**src/rtl/reg_arbiter_pkg.sv**
```systemverilog
// Shared types and defaults for the two-requester register-file arbiter.
// Holds the FSM state encoding and the default data/address widths.
package reg_arbiter_pkg;

  localparam int unsigned DefaultDataW = 8;
  localparam int unsigned DefaultAddrW = 2;
  localparam int unsigned NumReq       = 2;

  typedef enum logic [1:0] {
    StIdle   = 2'd0,
    StIssue  = 2'd1,
    StWaitRd = 2'd2,
    StDone   = 2'd3
  } state_e;

  function automatic logic [NumReq-1:0] idx_to_onehot(input logic idx);
    return idx ? 2'b10 : 2'b01;
  endfunction

endpackage

```
**src/rtl/rr_arbiter_2.sv**
```systemverilog
// Two-way round-robin arbiter; the pointer names the requester that wins a tie
// and moves to the loser whenever a grant is taken.
module rr_arbiter_2 (
  input  logic       clk,
  input  logic       reset,
  input  logic [1:0] req,
  input  logic       advance,
  output logic       valid,
  output logic       grant_idx
);

  logic prio_q;

  always_comb begin
    valid     = |req;
    grant_idx = 1'b0;
    case (req)
      2'b01:   grant_idx = 1'b0;
      2'b10:   grant_idx = 1'b1;
      2'b11:   grant_idx = prio_q;
      default: grant_idx = 1'b0;
    endcase
  end

  always_ff @(posedge clk) begin
    if (reset) begin
      prio_q <= 1'b0;
    end else if (advance && valid) begin
      prio_q <= ~grant_idx;
    end
  end

endmodule

```
**src/rtl/reg_arbiter.sv**
```systemverilog
// Arbitrates two requesters onto a single register-file port, one op at a time.
// All outputs except busy are registered and follow the IDLE/ISSUE/WAIT_RD/DONE FSM.
module reg_arbiter
  import reg_arbiter_pkg::*;
#(
  parameter int unsigned DATA_W = DefaultDataW,
  parameter int unsigned ADDR_W = DefaultAddrW
) (
  input  logic                clk,
  input  logic                reset,
  input  logic [1:0]          req,
  input  logic [1:0]          we,
  input  logic [2*ADDR_W-1:0] addr,
  input  logic [2*DATA_W-1:0] wdata,
  output logic [1:0]          gnt,
  output logic [1:0]          done,
  output logic [DATA_W-1:0]   rdata,
  output logic                busy,
  output logic [ADDR_W-1:0]   rf_select,
  output logic                rf_enable,
  output logic                rf_read_write,
  output logic [DATA_W-1:0]   rf_wdata,
  input  logic [DATA_W-1:0]   rf_rdata
);

  state_e            state_q;
  logic              win_q;
  logic              we_q;
  logic [ADDR_W-1:0] addr_q;
  logic [DATA_W-1:0] wdata_q;

  logic [1:0]        gnt_q;
  logic [1:0]        done_q;
  logic [DATA_W-1:0] rdata_q;
  logic              rf_enable_q;
  logic              rf_rw_q;
  logic [ADDR_W-1:0] rf_select_q;
  logic [DATA_W-1:0] rf_wdata_q;

  logic              arb_valid;
  logic              arb_idx;
  logic              arb_advance;
  logic              sel_we;
  logic [ADDR_W-1:0] sel_addr;
  logic [DATA_W-1:0] sel_wdata;

  // The pointer only moves when IDLE actually accepts a request.
  assign arb_advance = (state_q == StIdle) && arb_valid;

  rr_arbiter_2 u_arb (
    .clk       (clk),
    .reset     (reset),
    .req       (req),
    .advance   (arb_advance),
    .valid     (arb_valid),
    .grant_idx (arb_idx)
  );

  always_comb begin
    sel_we    = arb_idx ? we[1] : we[0];
    sel_addr  = arb_idx ? addr[2*ADDR_W-1:ADDR_W] : addr[ADDR_W-1:0];
    sel_wdata = arb_idx ? wdata[2*DATA_W-1:DATA_W] : wdata[DATA_W-1:0];
  end

  always_ff @(posedge clk) begin
    if (reset) begin
      state_q     <= StIdle;
      win_q       <= 1'b0;
      we_q        <= 1'b0;
      addr_q      <= '0;
      wdata_q     <= '0;
      gnt_q       <= '0;
      done_q      <= '0;
      rdata_q     <= '0;
      rf_enable_q <= 1'b0;
      rf_rw_q     <= 1'b0;
      rf_select_q <= '0;
      rf_wdata_q  <= '0;
    end else begin
      // Pulses and port drives default to idle values; each state re-asserts its own.
      gnt_q       <= '0;
      done_q      <= '0;
      rf_enable_q <= 1'b0;
      rf_rw_q     <= 1'b0;
      rf_select_q <= '0;
      rf_wdata_q  <= '0;
      case (state_q)
        StIdle: begin
          if (arb_valid) begin
            state_q     <= StIssue;
            win_q       <= arb_idx;
            we_q        <= sel_we;
            addr_q      <= sel_addr;
            wdata_q     <= sel_wdata;
            gnt_q       <= idx_to_onehot(arb_idx);
            rf_enable_q <= 1'b1;
            rf_rw_q     <= ~sel_we;
            rf_select_q <= sel_addr;
            rf_wdata_q  <= sel_wdata;
          end
        end
        StIssue: begin
          if (we_q) begin
            state_q <= StDone;
            done_q  <= idx_to_onehot(win_q);
          end else begin
            state_q     <= StWaitRd;
            rf_rw_q     <= 1'b1;
            rf_select_q <= addr_q;
          end
        end
        StWaitRd: begin
          rdata_q <= rf_rdata;
          state_q <= StDone;
          done_q  <= idx_to_onehot(win_q);
        end
        StDone: begin
          state_q <= StIdle;
        end
        default: begin
          state_q <= StIdle;
        end
      endcase
    end
  end

  assign gnt           = gnt_q;
  assign done          = done_q;
  assign rdata         = rdata_q;
  assign busy          = (state_q != StIdle);
  assign rf_select     = rf_select_q;
  assign rf_enable     = rf_enable_q;
  assign rf_read_write = rf_rw_q;
  assign rf_wdata      = rf_wdata_q;

endmodule
```
**config.mk**
```make
export PLATFORM = sky130hd
export DESIGN_NAME = reg_arbiter
export DESIGN_NICKNAME = d
export VERILOG_FILES = /design/src/rtl/reg_arbiter_pkg.sv /design/src/rtl/rr_arbiter_2.sv /design/src/rtl/reg_arbiter.sv
export SDC_FILE = /design/constraint.sdc
export NUM_CORES = 1
export LEC_CHECK = 0
export ABC_AREA = 0
export CORE_ASPECT_RATIO = 1.1
export CORE_MARGIN = 1
export CORE_UTILIZATION = 41
export CTS_CLUSTER_SIZE = 16
export DETAILED_ROUTE_END_ITERATION = 8
export PLACE_DENSITY = 0.82
export SLEW_MARGIN = 30
export SYNTH_ARGS = -nofsm -noshare
export SYNTH_HDL_FRONTEND = slang
export SYNTH_SLANG_ARGS = --single-unit
```
**constraint.sdc**
```tcl
create_clock -name clk -period 3.83 [get_ports clk]
set_input_delay 0.383 -clock clk [delete_from_list [all_inputs] [get_ports clk]]
set_output_delay 0.383 -clock clk [all_outputs]
set_load 0.01 [all_outputs]
```
Yosys cells after proc, flatten, opt, wreduce, memory -nomap -nowiden. Cells that the tools add are included.

Register bits: 31. Input bits: 34. Word-level logic and storage cells: 48.

Equality and inequality tests: 6. Muxes and demuxes: 18. Bitwise gates (word level): 4. Reductions and logical operators: 8.

Operator list (number): two-way mux 2 bit (7); equality test 2 bit (second input constant) (4); two-way mux 8 bit (1); case mux 2 bit (2 select lines) (2); case mux 2 bit (4 select lines) (1); two-way mux 1 bit (5); inverter 1 bit (4); case mux 1 bit (2 select lines) (2); OR reduction 2 bit (2); OR reduction 3 bit (1); equality test 2 x 1 -> 1 bit (second input constant) (1); logical AND 1 bit (2); zero test 2 bit (1); inequality test 2 bit (second input constant) (1); AND reduction 2 bit (1); nonzero test 2 bit (1).

Depth between registers and ports, before layout. Gate-level depths: netlist of run 1.

Word-level depth: 6. Depth in mapped cells: 6.

Hierarchy. A second synthesis of run 1 with hierarchy kept.

Cells, all modules: 121. Area, all modules: 1231.2 sq um.

By module, submodules not included: reg_arbiter (times used 1, cells each 114, area each 1167.4 sq um); rr_arbiter_2 (times used 1, cells each 7, area each 63.8 sq um).

Worst setup path before layout of run 1. OpenSTA, ideal clock, no wires.

Kind: register -> register. Start: reg state_q[0]. End: reg state_q[0]. Library setup time: 128 ps. Arrival: 1221 ps. Required time: 3702 ps. Path slack: 2482 ps. Cell stages (with the launch flop): 7. Path through: dfxtp_1 -> inv_1 -> ha_1 -> buf_4 -> a21o_1 -> a221oi_1 -> nor2_1.

Word-level cells in the longest chain between the ends: 2. Elaborated cells between the ends (all ways): 6. Classes of those cells: eq/ne: 4; mux: 1; reduce/logical: 1.

RTL lines: start, declared (line reg_arbiter.sv:26) `state_e state_q;`; start signal, assigned (line reg_arbiter.sv:67) `state_q <= StIdle;`; start signal, assigned (line reg_arbiter.sv:90) `state_q <= StIssue;`; start signal, assigned (line reg_arbiter.sv:104) `state_q <= StDone;`; equality test 2 bit (tied with other cells) (line reg_arbiter.sv:87) `case (state_q)`; case mux 2 bit (4 select lines) / inequality test 2 bit (equally long branches).

Parallel ways exist; a longest one is shown, timed or not. A chain may end at the register's enable or synchronous reset.

Final worst setup path of run 1.
Start: reg state_q[0]. End: out busy.

Word-level cells in the longest chain between the ends: 1.

RTL lines: nonzero test 2 bit (line reg_arbiter.sv:130) `assign busy = (state_q != StIdle);`; end, declared (line reg_arbiter.sv:18) `output logic busy,`.

No other way between the ends.

==> impl_metrics.ini, run 1 <==
[floorplanning]
dieArea_mm2 = 0.00302
initial_core_util = 0.447
rows = 19
core_mm2 = 0.00257
die_x_um = 52.5
die_y_um = 57.5
ioPinCount = 59

[drt]
drc = 0
wl_per_cell_um = 14.4
dr.pass1.iters = 2
drtAntennaViolNets = 0
via_per_inst = 5.26
vias = 1025
finalWirelength_mm = 2.80
drt_iter0_drc = 12

[worst_setup_path]
critPathMaxStageDelay_ns = 0.54
crit_top_cell = inv_1
cp_slowest_cell = clkdlybuf4s50_1
cp.required_ns = 3.45
crit_path_cell_trace = inv_1 > ha_1 > inv_1 > clkdlybuf4s50_1
cp-start-kind = flop
critPathArrivalTime_ns = 1.76
cp_max_fo = 11
end_kind = output port
critPathKind = reg -> out

[place]
numPortBuffers = 58
place_ws_ns = 1.75
dpl_cell_area_mm2 = 0.00173
dp_hpwl_mm = 2.12
gp_congestion = 0.767
dp.cells = 188

[timing]
final_max_slew_viol_count = 0
period_minus_slack_ns = 2.14
setup_ws_ns = 1.69
maxSlewHeadroom = 0.567
worst_slew_pin_slew_ns = 0.648
fin_skew_ns = 0.0121
max_freq_mhz = 466
rsz0062_at_grt = false
setup_viol_count_final = 0
hold_violations = 0
period_share = 0.560
setup_tns_ns = 0

[final_layout]
finalNonFillerCells = 195
fin_nets = 201
antenna_cells = 0
nFillCells = 222
drive_gt1_frac = 0.0610
syn2layout_area_growth_pct = 56.9
design_area_mm2 = 0.00180

[clock_tree]
cts_buffers = 5
cts_tree = yes
cts_setup_buffers = 0
cts_sinks = 31
clk_pin_slew_worst_paths_ns = 0.09
h-tree-depth = 2
cts_hold_buf = 0
clock_path_buffers = 2
cts-resized-gates = 0
root_buffer = clkbuf_4
clkLatencyLatePin_ns = 0.31

[global_routing]
use_met3 = 0.0613
grt_max_degree = 17
busiest_layer = met2
grt_use_met2 = 0.367
gr-usage-met1 = 0.197
antenna_found_initial = 0
grt_use_total = 0.196
grt_pass1_wl_mm = 4.41
grt-ovfl-total = 0
first_global_vias = 1009

[yosys]
synthArstFlopShare = 0
synthCells = 105
synth_area_leaders = dfxtp_1, mux2i_1, a22o_1
synthTopCellsByCount = dfxtp_1, nor2_1, mux2i_1, a22o_1, inv_1
synth-main-ff-cell = dfxtp_1
synth_most_common_cell = dfxtp_1
yosysSeqAreaShare = 0.540
syn_nets = 142
ys_types = 28
synthesis.area_mm2 = 0.00115
yosysTopAreaCell = dfxtp_1
yosys_warnings = 0
synth_top_area_share = 0.540
avgSynthCellArea_um2 = 10.9
synth_edf_count = 0
ys_ff_latch = 31

[power_and_ir_drop]
total_leakage_power_nw = 0.690
vdd.ir_drop.worst_uv = 401
power_density_mw_per_mm2 = 589
power_w = 0.00106

[outcome]
outcome = finished clean

[hold_path]
hp-class = reg -> reg

[flow_run]
drv_cap = 0
kinds of logic after synthesis:
logic type	after synthesis	synth area share
AO/OA/AOI/OAI	26	0.190
adder cells (fa/ha/maj)	3	0.0327
buffers and inverters	12	0.0523
flip-flops	31	0.540
multiplexers	9	0.0784
AND/OR/NAND/NOR	24	0.107
power by group:
part,internal [W],switching [W]
logic,0.000218,0.000180
clock network,0.000135,0.0000993
registers,0.000391,0.0000371
routing by layer:
layer	vias up	wire length, µm
met4	0	34
met5	-	0
met1	468	1080
met3	4	229
li1	500	-
met2	53	1450
metrics by stage:
step / utilization / hold slack [ns]
4_1_cts: 0.702 / 0.468
6_report: 0.702 / 0.463
3_5_place_dp: 0.674 / 0.455
5_1_grt: 0.702 / 0.480
3_3_place_gp: 0.674 / 0.457
2_1_floorplan: - / 0.416
flip-flops by register name, summed over array words and instances (netlist names), 2 cells and up:
name and count:
rdata 8, rf_wdata 8, addr_q 2, done 2
gnt 2, rf_select 2, state_q 2
critical path, delay by kind of cell (launching register included):
family,cells,cell delay [ns]
DFF,1,0.38
buffers and inverters,3,0.74
adders and majority gates,1,0.33
worst paths after layout:
kind,start,cells past startpoint,endpoint,slack (ns)
max reg2reg,state_q[0],5,rf_wdata[5],2.26
max,state_q[0],4,busy,1.69
min,win_q,1,done[0],0.46
min reg2reg,win_q,1,done[0],0.46
final cells by class:
class	count	area, µm²	area share
Sequential cell	31	621	0.344
Timing Repair Buffer	58	581	0.322
Multi-Input combinational cell	62	468	0.260
Clock buffer	6	41.3	0.0229
Tap cell	31	38.8	0.0215
Clock inverter	1	30.0	0.0167
Inverter	6	22.5	0.0125
placed cells by master (no fill, tap or decap), types with 2 or more instances in the layout:
cell	n
clkdlybuf4s50_1	58
dfxtp_1	31
nor2_1	14
mux2i_1	9
a22o_1	8
inv_1	6
o22ai_1	5
clkbuf_4	5
a32oi_1	4
nand2_1	3
ha_1	3
a21oi_1	2
Power figures use the tool's default switching activity.
==> run 2, diff against run 1 <==
- CORE_UTILIZATION: 41 -> 38
- PLACE_DENSITY: 0.82 -> 0.77
- clock period: 3.83 -> 2.15 ns (I/O delays scaled with it)
==> run 2 against run 1 <==
Against the previous run:
- hold slack better by 0.00093 ns
- count of clock-buffer cells in the layout stayed put
- total power is 66% higher
- critical endpoint unchanged
- sequential power is 78% higher
- utilization is 7.2 points lower
- first-iteration DRC count is 8.3% higher
- sequential share of layout area is 0.39 points higher
- largest power group unchanged
- clock skew is 0.0044 ns lower
- highest routed layer unchanged
- cell area is 1.1% lower
==> impl_metrics.ini, run 2 (synthesized netlist as in run 1, its figures left out) <==
[worst_setup_path]
cp-start-kind = flop
cp_max_fo = 11
r2r_cells = 5
critPathKind = reg -> out
cp.required_ns = 1.93
end_kind = output port
critPathArrivalTime_ns = 1.77

[floorplanning]
die_x_um = 54.4
core_mm2 = 0.00283
ioPinCount = 59
die_y_um = 59.7
initial_core_util = 0.406
rows = 20
dieArea_mm2 = 0.00325

[power_and_ir_drop]
power_density_mw_per_mm2 = 990
vdd.ir_drop.worst_uv = 545
total_leakage_power_nw = 0.680
power_w = 0.00176

[global_routing]
grt_use_total = 0.186
first_global_vias = 1012
antenna_found_initial = 0
grt_max_degree = 13
grt_pass1_wl_mm = 4.26
grt-ovfl-total = 0

[final_layout]
fin_nets = 202
multi_input_area_um2 = 468
nFillCells = 247
layout_commonest_cell = clkdlybuf4s50_1
final_cell_mix = clkdlybuf4s50_1, dfxtp_1, nor2_1
syn2layout_area_growth_pct = 55.1
antenna_cells = 0
seqCellArea_um2 = 621
drive_gt1_frac = 0.0610

[clock_tree]
root_buffer = clkbuf_4
h-tree-depth = 2
cts_buffers = 5
cts_sinks = 31
cts-resized-gates = 0
clkLatencyLatePin_ns = 0.32
cts_tree = yes
clk_pin_slew_worst_paths_ns = 0.09
cts_hold_buf = 0
cts_setup_buffers = 0
clock_path_buffers = 2

[timing]
worst_slew_pin_slew_ns = 0.478
hold_violations = 0
period_minus_slack_ns = 1.98
rsz0062_at_grt = false
final_max_slew_viol_count = 0
setup_ws_ns = 0.169
whs_ns = 0.464
maxSlewHeadroom = 0.681
setup_tns_ns = 0
period_share = 0.922
setup_viol_count_final = 0
fin_skew_ns = 0.00774
max_freq_mhz = 505

[drt]
finalWirelength_mm = 2.70
vias = 1007
via_per_inst = 5.11
drt_iter0_drc = 13
dr.pass1.iters = 4
wl_per_cell_um = 13.7
drc = 0
drtAntennaViolNets = 0

[place]
gp_congestion = 0.761
dp_hpwl_mm = 2.06
place_ws_ns = 0.510
numPortBuffers = 58

[hold_path]
min_path_cells = 1
hp-class = reg -> reg

[outcome]
outcome = finished clean

[flow_run]
drv_cap = 0
==> run 2: area by class of cell <==
| class | count | share of cell area |
|---|---|---|
| Multi-Input combinational cell | 62 | 0.263 |
| Tap cell | 33 | 0.0232 |
| Timing Repair Buffer | 59 | 0.330 |
| Sequential cell | 31 | 0.348 |
| Clock buffer | 6 | 0.0232 |
| Inverter | 6 | 0.0126 |
==> run 2: path summary, 6_finish.rpt <==
check,slack [ns],end,from
min,0.46,done[0],win_q
max reg2reg,0.57,rf_wdata[0],state_q[0]
max,0.17,busy,state_q[0]
min reg2reg,0.46,done[0],win_q
==> run 2: metal layers <==
layer / vias up / track usage / part of all wire
li1: 497 / - / -
met3: 4 / 0.107 / 0.10
met5: - / 0 / 0
met2: 53 / 0.322 / 0.50
met4: 0 / 0.0440 / 0.0074
met1: 453 / 0.190 / 0.38
==> run 2: report_power, final <==
| part | switching (W) | internal, W | total [W] |
|---|---|---|---|
| sequential | 0.0000626 | 0.000697 | 0.000760 |
| combinational | 0.000323 | 0.000389 | 0.000712 |
| clock | 0.000176 | 0.000116 | 0.000292 |
| total | 0.000561 | 0.00120 | 0.00176 |
==> run 2: stage by stage <==
stage	instances	instance area (µm²)	util
finish	197	1780	0.630
global route	197	1780	0.630
CTS	197	1780	0.630
detailed placement	191	1740	0.615
global placement	191	1740	0.615
floorplan	105	1150	-
==> run 2: worst max-delay path: stages (launching register included) <==
cell             delay (ns)
dfxtp_1                0.38
inv_1                  0.08
ha_1                   0.33
inv_1                  0.12
clkdlybuf4s50_1        0.54
